<file path="src/rtl/depthwise_mram_pkg.sv">
// Shared types and lane geometry for the depthwise MRAM writer.
// LANES pixels go into one MRAM word.
package depthwise_mram_pkg;

   localparam int LANES  = 4;
   localparam int LANE_W = $clog2(LANES);

   typedef enum logic [1:0] {
      IDLE = 2'd0,
      PACK = 2'd1,
      FIN  = 2'd2
   } state_e;

endpackage

</file>
<file path="src/rtl/depthwise_mram_writer_if.sv">
// Pixel stream in and MRAM Port A out of the depthwise writer.
// The writer uses the slave view; the source/memory side uses the master view.
interface depthwise_mram_writer_if #(
   parameter int ADDR_WIDTH = 10,
   parameter int DATA_WIDTH = 32,
   parameter int PIX_WIDTH  = 8
) ();
   logic                      pix_valid;
   logic [PIX_WIDTH-1:0]      pix_data;
   logic                      pix_ready;
   logic                      mram_en_a;
   logic [DATA_WIDTH/8-1:0]   mram_we_a;
   logic [ADDR_WIDTH-1:0]     mram_addr_a;
   logic [DATA_WIDTH-1:0]     mram_din_a;

   modport slave (
      input  pix_valid, pix_data,
      output pix_ready, mram_en_a, mram_we_a, mram_addr_a, mram_din_a
   );

   modport master (
      output pix_valid, pix_data,
      input  pix_ready, mram_en_a, mram_we_a, mram_addr_a, mram_din_a
   );
endinterface

</file>
<file path="src/rtl/depthwise_byte_packer.sv">
// Collects pixels into byte lanes of one word and flags when the word is complete.
// word_next/mask_next already include the pixel on the current handshake.
module depthwise_byte_packer
   import depthwise_mram_pkg::*;
#(
   parameter int PIX_WIDTH = 8
) (
   input  logic                        clk,
   input  logic                        resetn,
   input  logic                        clear,
   input  logic                        accept,
   input  logic                        last,
   input  logic [PIX_WIDTH-1:0]        pix_data,
   output logic                        word_done,
   output logic [LANES*PIX_WIDTH-1:0]  word_next,
   output logic [LANES-1:0]            mask_next
);

   logic [LANE_W-1:0]          lane_idx;
   logic [LANES*PIX_WIDTH-1:0] pack_q;
   logic [LANES-1:0]           mask_q;

   always_comb begin
      word_next = pack_q;
      mask_next = mask_q;
      word_next[int'(lane_idx)*PIX_WIDTH +: PIX_WIDTH] = pix_data;
      mask_next[lane_idx] = 1'b1;
      word_done = accept && ((lane_idx == LANE_W'(LANES-1)) || last);
   end

   // A completed word leaves through the top's output registers, so the
   // packer restarts at lane 0 on the same edge and never stalls.
   always_ff @(posedge clk or negedge resetn) begin
      if (!resetn) begin
         lane_idx <= '0;
         pack_q   <= '0;
         mask_q   <= '0;
      end else if (clear) begin
         lane_idx <= '0;
         pack_q   <= '0;
         mask_q   <= '0;
      end else if (accept) begin
         if (word_done) begin
            lane_idx <= '0;
            pack_q   <= '0;
            mask_q   <= '0;
         end else begin
            lane_idx <= lane_idx + LANE_W'(1);
            pack_q   <= word_next;
            mask_q   <= mask_next;
         end
      end
   end

endmodule

</file>
<file path="src/rtl/depthwise_mram_writer.sv">
// Packs a fixed-length 8-bit pixel stream into 32-bit words and writes them
// to MRAM Port A with byte enables, starting at a latched word address.
//
// state | meaning
// IDLE  | waiting for start
// PACK  | accepting pixels, emitting a word every 4th (or final) pixel
// FIN   | final write on the port; done follows
module depthwise_mram_writer
   import depthwise_mram_pkg::*;
#(
   parameter int ADDR_WIDTH = 10,
   parameter int DATA_WIDTH = 32,
   parameter int PIX_WIDTH  = 8,
   parameter int CNT_WIDTH  = 16
) (
   input  logic                   clk,
   input  logic                   resetn,
   input  logic                   start,
   input  logic [ADDR_WIDTH-1:0]  base_addr,
   input  logic [CNT_WIDTH-1:0]   num_pix,
   depthwise_mram_writer_if.slave bus,
   output logic                   busy,
   output logic                   done,
   output logic                   wrap_err
);

   state_e                state_q, state_d;
   logic [ADDR_WIDTH-1:0] ptr_q;
   logic [CNT_WIDTH-1:0]  rem_q;
   logic                  start_acc;
   logic                  hs;
   logic                  last;
   logic                  word_done;
   logic [DATA_WIDTH-1:0] word_next;
   logic [LANES-1:0]      mask_next;

   assign start_acc     = (state_q == IDLE) && start;
   assign bus.pix_ready = (state_q == PACK);
   assign hs            = bus.pix_valid && (state_q == PACK);
   assign last          = (rem_q == CNT_WIDTH'(1));
   assign busy          = (state_q != IDLE);

   depthwise_byte_packer #(
      .PIX_WIDTH (PIX_WIDTH)
   ) u_packer (
      .clk       (clk),
      .resetn    (resetn),
      .clear     (start_acc),
      .accept    (hs),
      .last      (last),
      .pix_data  (bus.pix_data),
      .word_done (word_done),
      .word_next (word_next),
      .mask_next (mask_next)
   );

   always_ff @(posedge clk or negedge resetn) begin
      if (!resetn) state_q <= IDLE;
      else         state_q <= state_d;
   end

   always_comb begin
      state_d = state_q;
      unique case (state_q)
         IDLE: if (start) state_d = (num_pix == '0) ? FIN : PACK;
         PACK: if (hs && last) state_d = FIN;
         FIN:  state_d = IDLE;
         default: state_d = IDLE;
      endcase
   end

   always_ff @(posedge clk or negedge resetn) begin
      if (!resetn) begin
         ptr_q           <= '0;
         rem_q           <= '0;
         wrap_err        <= 1'b0;
         done            <= 1'b0;
         bus.mram_en_a   <= 1'b0;
         bus.mram_we_a   <= '0;
         bus.mram_addr_a <= '0;
         bus.mram_din_a  <= '0;
      end else begin
         bus.mram_en_a <= 1'b0;
         bus.mram_we_a <= '0;
         done          <= (state_q == FIN);
         if (start_acc) begin
            ptr_q    <= base_addr;
            rem_q    <= num_pix;
            wrap_err <= 1'b0;
         end else if (hs) begin
            rem_q <= rem_q - CNT_WIDTH'(1);
            if (word_done) begin
               bus.mram_en_a   <= 1'b1;
               bus.mram_we_a   <= mask_next;
               bus.mram_addr_a <= ptr_q;
               bus.mram_din_a  <= word_next;
               ptr_q           <= ptr_q + ADDR_WIDTH'(1);
               // Stepping off the top of the address space is flagged, not blocked.
               if (&ptr_q) wrap_err <= 1'b1;
            end
         end
      end
   end

endmodule

</file>
<file path="src/flat_wrapper.sv">
// flat-port wrapper written by rule: the top's interface ports become plain ports
module depthwise_mram_writer_flat import depthwise_mram_pkg::*;
#(
   parameter int ADDR_WIDTH = 10,
   parameter int DATA_WIDTH = 32,
   parameter int PIX_WIDTH  = 8,
   parameter int CNT_WIDTH  = 16
)
  (clk, resetn, start, base_addr, num_pix, busy, done, wrap_err, bus_pix_valid, bus_pix_data, bus_pix_ready, bus_mram_en_a, bus_mram_we_a, bus_mram_addr_a, bus_mram_din_a);
  depthwise_mram_writer_if #(.ADDR_WIDTH(ADDR_WIDTH), .DATA_WIDTH(DATA_WIDTH), .PIX_WIDTH(PIX_WIDTH)) bus_i ();
  input  logic clk;
  input  logic resetn;
  input  logic start;
  input  logic [ADDR_WIDTH-1:0] base_addr;
  input  logic [CNT_WIDTH-1:0] num_pix;
  output logic busy;
  output logic done;
  output logic wrap_err;
  input wire logic [$bits(bus_i.pix_valid)-1:0] bus_pix_valid;
  input wire logic [$bits(bus_i.pix_data)-1:0] bus_pix_data;
  output wire logic [$bits(bus_i.pix_ready)-1:0] bus_pix_ready;
  output wire logic [$bits(bus_i.mram_en_a)-1:0] bus_mram_en_a;
  output wire logic [$bits(bus_i.mram_we_a)-1:0] bus_mram_we_a;
  output wire logic [$bits(bus_i.mram_addr_a)-1:0] bus_mram_addr_a;
  output wire logic [$bits(bus_i.mram_din_a)-1:0] bus_mram_din_a;
  assign bus_i.pix_valid = bus_pix_valid;
  assign bus_i.pix_data = bus_pix_data;
  assign bus_pix_ready = bus_i.pix_ready;
  assign bus_mram_en_a = bus_i.mram_en_a;
  assign bus_mram_we_a = bus_i.mram_we_a;
  assign bus_mram_addr_a = bus_i.mram_addr_a;
  assign bus_mram_din_a = bus_i.mram_din_a;
  depthwise_mram_writer #(.ADDR_WIDTH(ADDR_WIDTH), .DATA_WIDTH(DATA_WIDTH), .PIX_WIDTH(PIX_WIDTH), .CNT_WIDTH(CNT_WIDTH)) u_core (.clk(clk), .resetn(resetn), .start(start), .base_addr(base_addr), .num_pix(num_pix), .bus(bus_i), .busy(busy), .done(done), .wrap_err(wrap_err));
endmodule
</file>
<file path="config.mk">
export PLATFORM = sky130hd
export DESIGN_NAME = depthwise_mram_writer_flat
export DESIGN_NICKNAME = d
export VERILOG_FILES = /design/src/rtl/depthwise_mram_pkg.sv /design/src/rtl/depthwise_mram_writer_if.sv /design/src/rtl/depthwise_byte_packer.sv /design/src/rtl/depthwise_mram_writer.sv /design/src/flat_wrapper.sv
export SDC_FILE = /design/constraint.sdc
export NUM_CORES = 1
export LEC_CHECK = 0
export BUFFER_PORTS_ARGS = -buffer_cell sky130_fd_sc_hd__buf_2
export CORE_ASPECT_RATIO = 0.8
export CORE_MARGIN = 4
export CORE_UTILIZATION = 46
export DETAILED_ROUTE_END_ITERATION = 10
export PLACE_DENSITY_LB_ADDON = 0.25
export SYNTH_ARGS = -nofsm -noshare
export SYNTH_HDL_FRONTEND = slang
export SYNTH_SLANG_ARGS = --single-unit
export TNS_END_PERCENT = 5
</file>
<file path="constraint.sdc">
create_clock -name clk -period 5.13 [get_ports clk]
set_input_delay 0.2565 -clock clk [delete_from_list [all_inputs] [get_ports clk]]
set_output_delay 0.2565 -clock clk [all_outputs]
set_load 0.005 [all_outputs]
</file>
==> results of run 1 <==
-- metal layers --
layer,track usage,vias up
li1,-,2020
met1,0.298,2066
met2,0.296,108
met3,0.0480,16
met4,0.0652,0
met5,0,-
-- through the flow --
stage               hold slack [ns]  setup slack [ns]   util  total power [µW]  cell area (µm²)
finish                       0.0534              2.28  0.575              3480             6600
global route                 0.0711              1.99  0.575              3690             6600
CTS                          0.0480              2.26  0.575              3510             6600
detailed placement            0.342              2.26  0.515              2170             5910
global placement              0.328              2.39  0.515              2140             5910
floorplan                   -0.0391              3.10      -              1870             5400
-- sequential cells by signal, indices dropped and copies added (netlist names) --
register and count:
u_core.state_q 2, u_core.u_packer.pack_q 32, u_core.u_packer.mask_q 4, u_core.ptr_q 10
u_core.bus.mram_addr_a 10, u_core.done 1, u_core.bus.mram_we_a 4, u_core.wrap_err 1
u_core.bus.mram_din_a 32, u_core.rem_q 16, u_core.u_packer.lane_idx 2, u_core.bus.mram_en_a 1
-- final cells by class --
| class | count | share of cell area |
|---|---|---|
| clock buffers | 23 | 0.0755 |
| clock inverters | 9 | 0.0262 |
| inverters | 8 | 0.00455 |
| multi-input cells | 359 | 0.356 |
| flip-flops and latches | 115 | 0.436 |
| well taps | 148 | 0.0281 |
| repair buffers | 93 | 0.0732 |
-- power by group --
group	switching, µW	internal, µW
Combinational	470	341
Sequential	204	1140
Clock	402	924
Total	1080	2410
-- worst max-delay path, delay by kind of cell, from the launching register on --
family | cells | cell delay (ns)
AOI/OAI and AO/OA | 2 | 1.03
and+or+nand+nor | 3 | 0.58
buffers and inverters | 2 | 0.55
DFF | 1 | 0.39
adders and majority gates | 1 | 0.19
-- layout by cell type (no fill, tap or decap), drive strengths merged, types with 10 or more instances in the layout --
master  instances
xor2           10
o21ai          56
clkbuf         23
a22o           22
mux2           10
buf            92
nand2          61
a22oi          10
dfrtp         115
nand3          10
nor2b          27
nor2           27
a21oi          36
-- how the worst min path moves through the flow --
stage | slack, ns | endpoint | cells after the start
after CTS | 0.05 | u_core.ptr_q[6] | 3
after global routing | 0.07 | u_core.ptr_q[6] | 3
after global placement | 0.33 | u_core.bus.mram_din_a[27] | 1
final | 0.05 | u_core.ptr_q[6] | 3
after detailed placement | 0.34 | u_core.bus.mram_din_a[25] | 1
after floorplan | -0.04 | u_core.bus.mram_addr_a[0] | 0
-- kinds of logic (layout without fill, tap and decap cells) --
| group | Yosys count | in the layout | share of synthesized area |
|---|---|---|---|
| buffers and inverters | 42 | 133 | 0.0343 |
| multiplexers | 11 | 11 | 0.0227 |
| flip-flops | 115 | 115 | 0.533 |
| AND/OR/NAND/NOR | 171 | 171 | 0.176 |
| AO/OA/AOI/OAI | 155 | 155 | 0.192 |
| XOR/XNOR | 13 | 13 | 0.0211 |
| adder cells (fa/ha/maj) | 9 | 9 | 0.0209 |
==> results.toml, run 1 <==
[status]
status = "finished clean"

[clocking]
clkSinkCount = 115
cts_root_buf = "clkbuf_16"
cts_resized = 0
cts_tree = "built"
clk_pin_slew_ns = 0.06
clk_path_buf_depth = 2
hold_buffers = 1
postCtsSetupBuffers = 0
numCtsBuffers = 17
clock_latency_ns = 0.41
htreeDepth = 4

[routing]
drc = 0
drt_iter0_drc = 318
wl_met1_mm = 6.08
route.vias.total = 4210
postRouteAntennaNets = 0
drtPass1Iterations = 4
wl_mm = 12.9
wl_per_cell_um = 17.1
route.met3.wl_um = 872
route.top_layer_used = "met4"
vias_per_cell = 5.58
wl_met2_mm = 5.81

[worst_setup_path]
endpoint = "u_core.u_packer.pack_q[24]"
crit_path_max_incr_delay_ns = 0.84
rr_worst_depth = 8
rrSetupSlack_ns = 2.28
path_class = "flop to flop"
critical_path_arrival_ns = 3.18
r2r_start = "u_core.rem_q[1]"
worst_setup_path_end_kind = "flop"
critPathMaxFanout = 48
required_ns = 5.45
crit_chain = "inv_1 -> ha_1 -> nor4b_1 -> and4_4 -> o21ai_4 -> buf_4 -> nand2_1 -> a21oi_1"
critPathSlowestCell = "o21ai_4"
startpoint = "u_core.rem_q[1]"
critPathLaunchType = "flop"
r2r-end = "u_core.u_packer.pack_q[24]"

[logic_synthesis]
yosys_warnings = 0
netlist_area_um2 = 5400
syn_inst = 516
synth-seq-cells = 115
synth_most_common_cell = "dfrtp_1"
syn-num-nets = 563
ys_seq_area_frac = 0.533
synth_top_area_cell = "dfrtp_1"
synth.distinct_cells = 59
synth_commonest_cells = "dfrtp_1 (115), nand2_1 (61), o21ai_0 (50)"
synth-edff-count = 0
synth_area_per_cell_um2 = 10.5
synthArstFlopShare = 1.00
ys.flop_type = "dfrtp_1"
synth_area_leaders = "dfrtp_1 (53%), o21ai_0 (4.6%), nand2_1 (4.2%)"
synth_top_area_share = 0.533

[grt]
grt_pass1_vias = 4191
track_usage = 0.203
grt_max_degree = 66
antenna_found_initial = 0
globalRoute.totalOverflow = 0
grt_pass1_wl_mm = 21.7

[sta]
setup_viol = 0
fin_setup_tns_ns = 0
rsz0062_at_grt = "no"
max_slew_margin = 0.275
hold_violations = 0
tightest_slew_ns = 1.08
fin_worst_skew_ns = 0.0129
maxSlewViolCount = 0
fin_crit_ns = 2.85
fin_crit_sh = 0.557
fmax_mhz = 350

[hold_path]
worstHoldStart = "base_addr[6]"
hold_class = "input pin to flop"

[placed_design]
dp_hpwl_mm = 8.99
portBuffers = 88
dpl.cell_count = 722
place_congestion = 0.913

[pwr]
power_density_nw_per_um2 = 528
ir_worst_vdd_mv = 0.309
p_leak_uw = 0.00303

[cells_and_area]
antenna_cells = 0
multi_input_area_um2 = 2350
drive_gt1_frac = 0.255
fillers = 998
finalNonFillerCells = 755
regArea_um2 = 2880
final_nets = 641
area.growth.synth_to_final_pct = 22.2

[floorplanning]
dieArea_um2 = 13500
die_h_um = 105
io_pins = 89
initial_core_util = 0.470
die_w_um = 129
rows = 35
core_area_um2 = 11500

[job]
maxCapViolations = 0
Power figures use the tool's default switching activity.
==> run 2, diff against run 1 <==
Clock period 5.13 ns to 2.75 ns, I/O delays scaled along.
==> run 2 against run 1 <==
Clock-buffer cell count is 2 lower. Global-route usage is 1.1 points higher. Clock skew is 0.0060 ns lower. Sequential share of layout area is 1.7 points lower. Critical endpoint is now u_core.bus.mram_din_a[31]. Utilization is 2.3 points higher. Clock power is 82% higher. Sequential power is 87% higher. First-iteration DRC count is 18% higher. Routed wire length is 5.0% higher.
==> results.toml, run 2 (same netlist as run 1, synthesis figures left out) <==
[worst_setup_path]
required_ns = 3.07
critPathMaxFanout = 8
rrSetupSlack_ns = 0.32
critical_path_arrival_ns = 2.74
path_class = "flop to flop"
worst_setup_path_end_kind = "flop"
critPathLaunchType = "flop"

[floorplanning]
die_h_um = 105
initial_core_util = 0.470
rows = 35
io_pins = 89
core_area_um2 = 11500
die_w_um = 129
dieArea_um2 = 13500

[sta]
rsz0062_at_grt = "no"
fin_worst_skew_ns = 0.00691
fmax_mhz = 412
setup_viol = 0
fin_crit_ns = 2.43
fin_crit_sh = 0.882
hold_violations = 0
max_slew_margin = 0.439
fin_setup_tns_ns = 0
fin_ws_ns = 0.323
tightest_slew_ns = 0.839
maxSlewViolCount = 0

[pwr]
p_sw_uw = 2040
p_int_uw = 4490
power_density_nw_per_um2 = 952
p_sw_frac = 0.312
power_frac_seq = 0.386
comb_power_share = 0.245
ir_worst_vdd_mv = 0.572
p_leak_uw = 0.00317
pwr-share-clk = 0.370

[clocking]
htreeDepth = 4
cts_tree = "built"
clkSinkCount = 115
clk_pin_slew_ns = 0.05
cts_root_buf = "clkbuf_16"
postCtsSetupBuffers = 0
numCtsBuffers = 17
clk_path_buf_depth = 2
clock_latency_ns = 0.41

[status]
status = "finished clean"

[placed_design]
portBuffers = 88
dp_hpwl_mm = 9.15
place_congestion = 0.872
dp_slack_ns = 0.346

[grt]
antenna_found_initial = 0
met3_usage = 0.0583
globalRoute.totalOverflow = 0
grtUsageMet2 = 0.301
grt_pass1_wl_mm = 22.9
met1_usage = 0.316
track_usage = 0.214
grt-busiest-layer = "met1"
grt_pass1_vias = 4420
grt_max_degree = 63

[routing]
drt_iter0_drc = 376
vias_per_cell = 5.62
drtPass1Iterations = 6
drc = 0
route.vias.total = 4404
wl_per_cell_um = 17.4
postRouteAntennaNets = 0
wl_mm = 13.6

[cells_and_area]
final_nets = 669
final_cell_mix = "dfrtp_1 (115), buf_2 (87), nand2_1 (61), o21ai_0 (50), a21oi_1 (35)"
final_common_cell = "dfrtp_1"
area.growth.synth_to_final_pct = 27.1
drive_gt1_frac = 0.255
largestRegisters = "u_core.bus.mram_din_a (32), u_core.u_packer.pack_q (32), u_core.rem_q (16)"
antenna_cells = 0

[job]
maxCapViolations = 0

[hold_path]
hold_class = "input pin to flop"
run 2: final cells by class:
class	count	area (µm²)
fillers	985	4610
flip-flops and latches	115	2880
multi-input cells	359	2350
repair buffers	121	771
clock buffers	21	470
well taps	148	185
clock inverters	11	180
inverters	8	30.0
run 2: worst max-delay path, stage by stage (launching register included):
cell and delay, ns:
dfrtp_1 0.48, inv_1 0.17, ha_1 0.40, nor3b_1 0.39
nand2_1 0.20, nor2_1 0.37, a22oi_1 0.12, o21ai_0 0.21
run 2: repair_timing:
item,CTS,global route
resized for setup,0,0
hold buffers,22,0
hold endpoints to repair,74,0
run 2: through the flow:
step	instance area, µm²	total power [µW]	util	cells	hold slack (ns)
3_5_place_dp	5990	4100	0.522	729	0.234
3_3_place_gp	5990	4030	0.522	729	0.219
6_report	6860	6530	0.598	783	0.00194
5_1_grt	6860	6900	0.598	783	0.00742
2_1_floorplan	5400	3480	-	516	-0.158
4_1_cts	6860	6550	0.598	783	0.00220
run 2: worst paths after layout:
| path | start | end | depth (start not counted) |
|---|---|---|---|
| min in group asynchronous | resetn | u_core.bus.mram_din_a[26] | 2 |
| hold reg to reg | u_core.bus.mram_din_a[29] | u_core.bus.mram_din_a[29] | 2 |
| hold / removal | base_addr[3] | u_core.ptr_q[3] | 3 |
| setup / recovery | u_core.u_packer.lane_idx[0] | u_core.bus.mram_din_a[31] | 7 |
| setup reg to reg | u_core.u_packer.lane_idx[0] | u_core.bus.mram_din_a[31] | 7 |
| max in group asynchronous | resetn | u_core.u_packer.pack_q[7] | 3 |
run 2: power groups by stage:
stage	registers [µW]	clock network (µW)	logic, µW
CTS	2510	2440	1610
detailed placement	2530	0	1560
finish	2520	2420	1600
global route	2580	2520	1800
floorplan	2460	0	1020
global placement	2510	0	1520
run 2: metal layers:
layer,part of all wire,wire [µm],up-vias
met5,0,0,-
met4,0.017,234,0
met3,0.065,878,27
met2,0.44,5930,151
met1,0.48,6550,2145
li1,-,-,2081
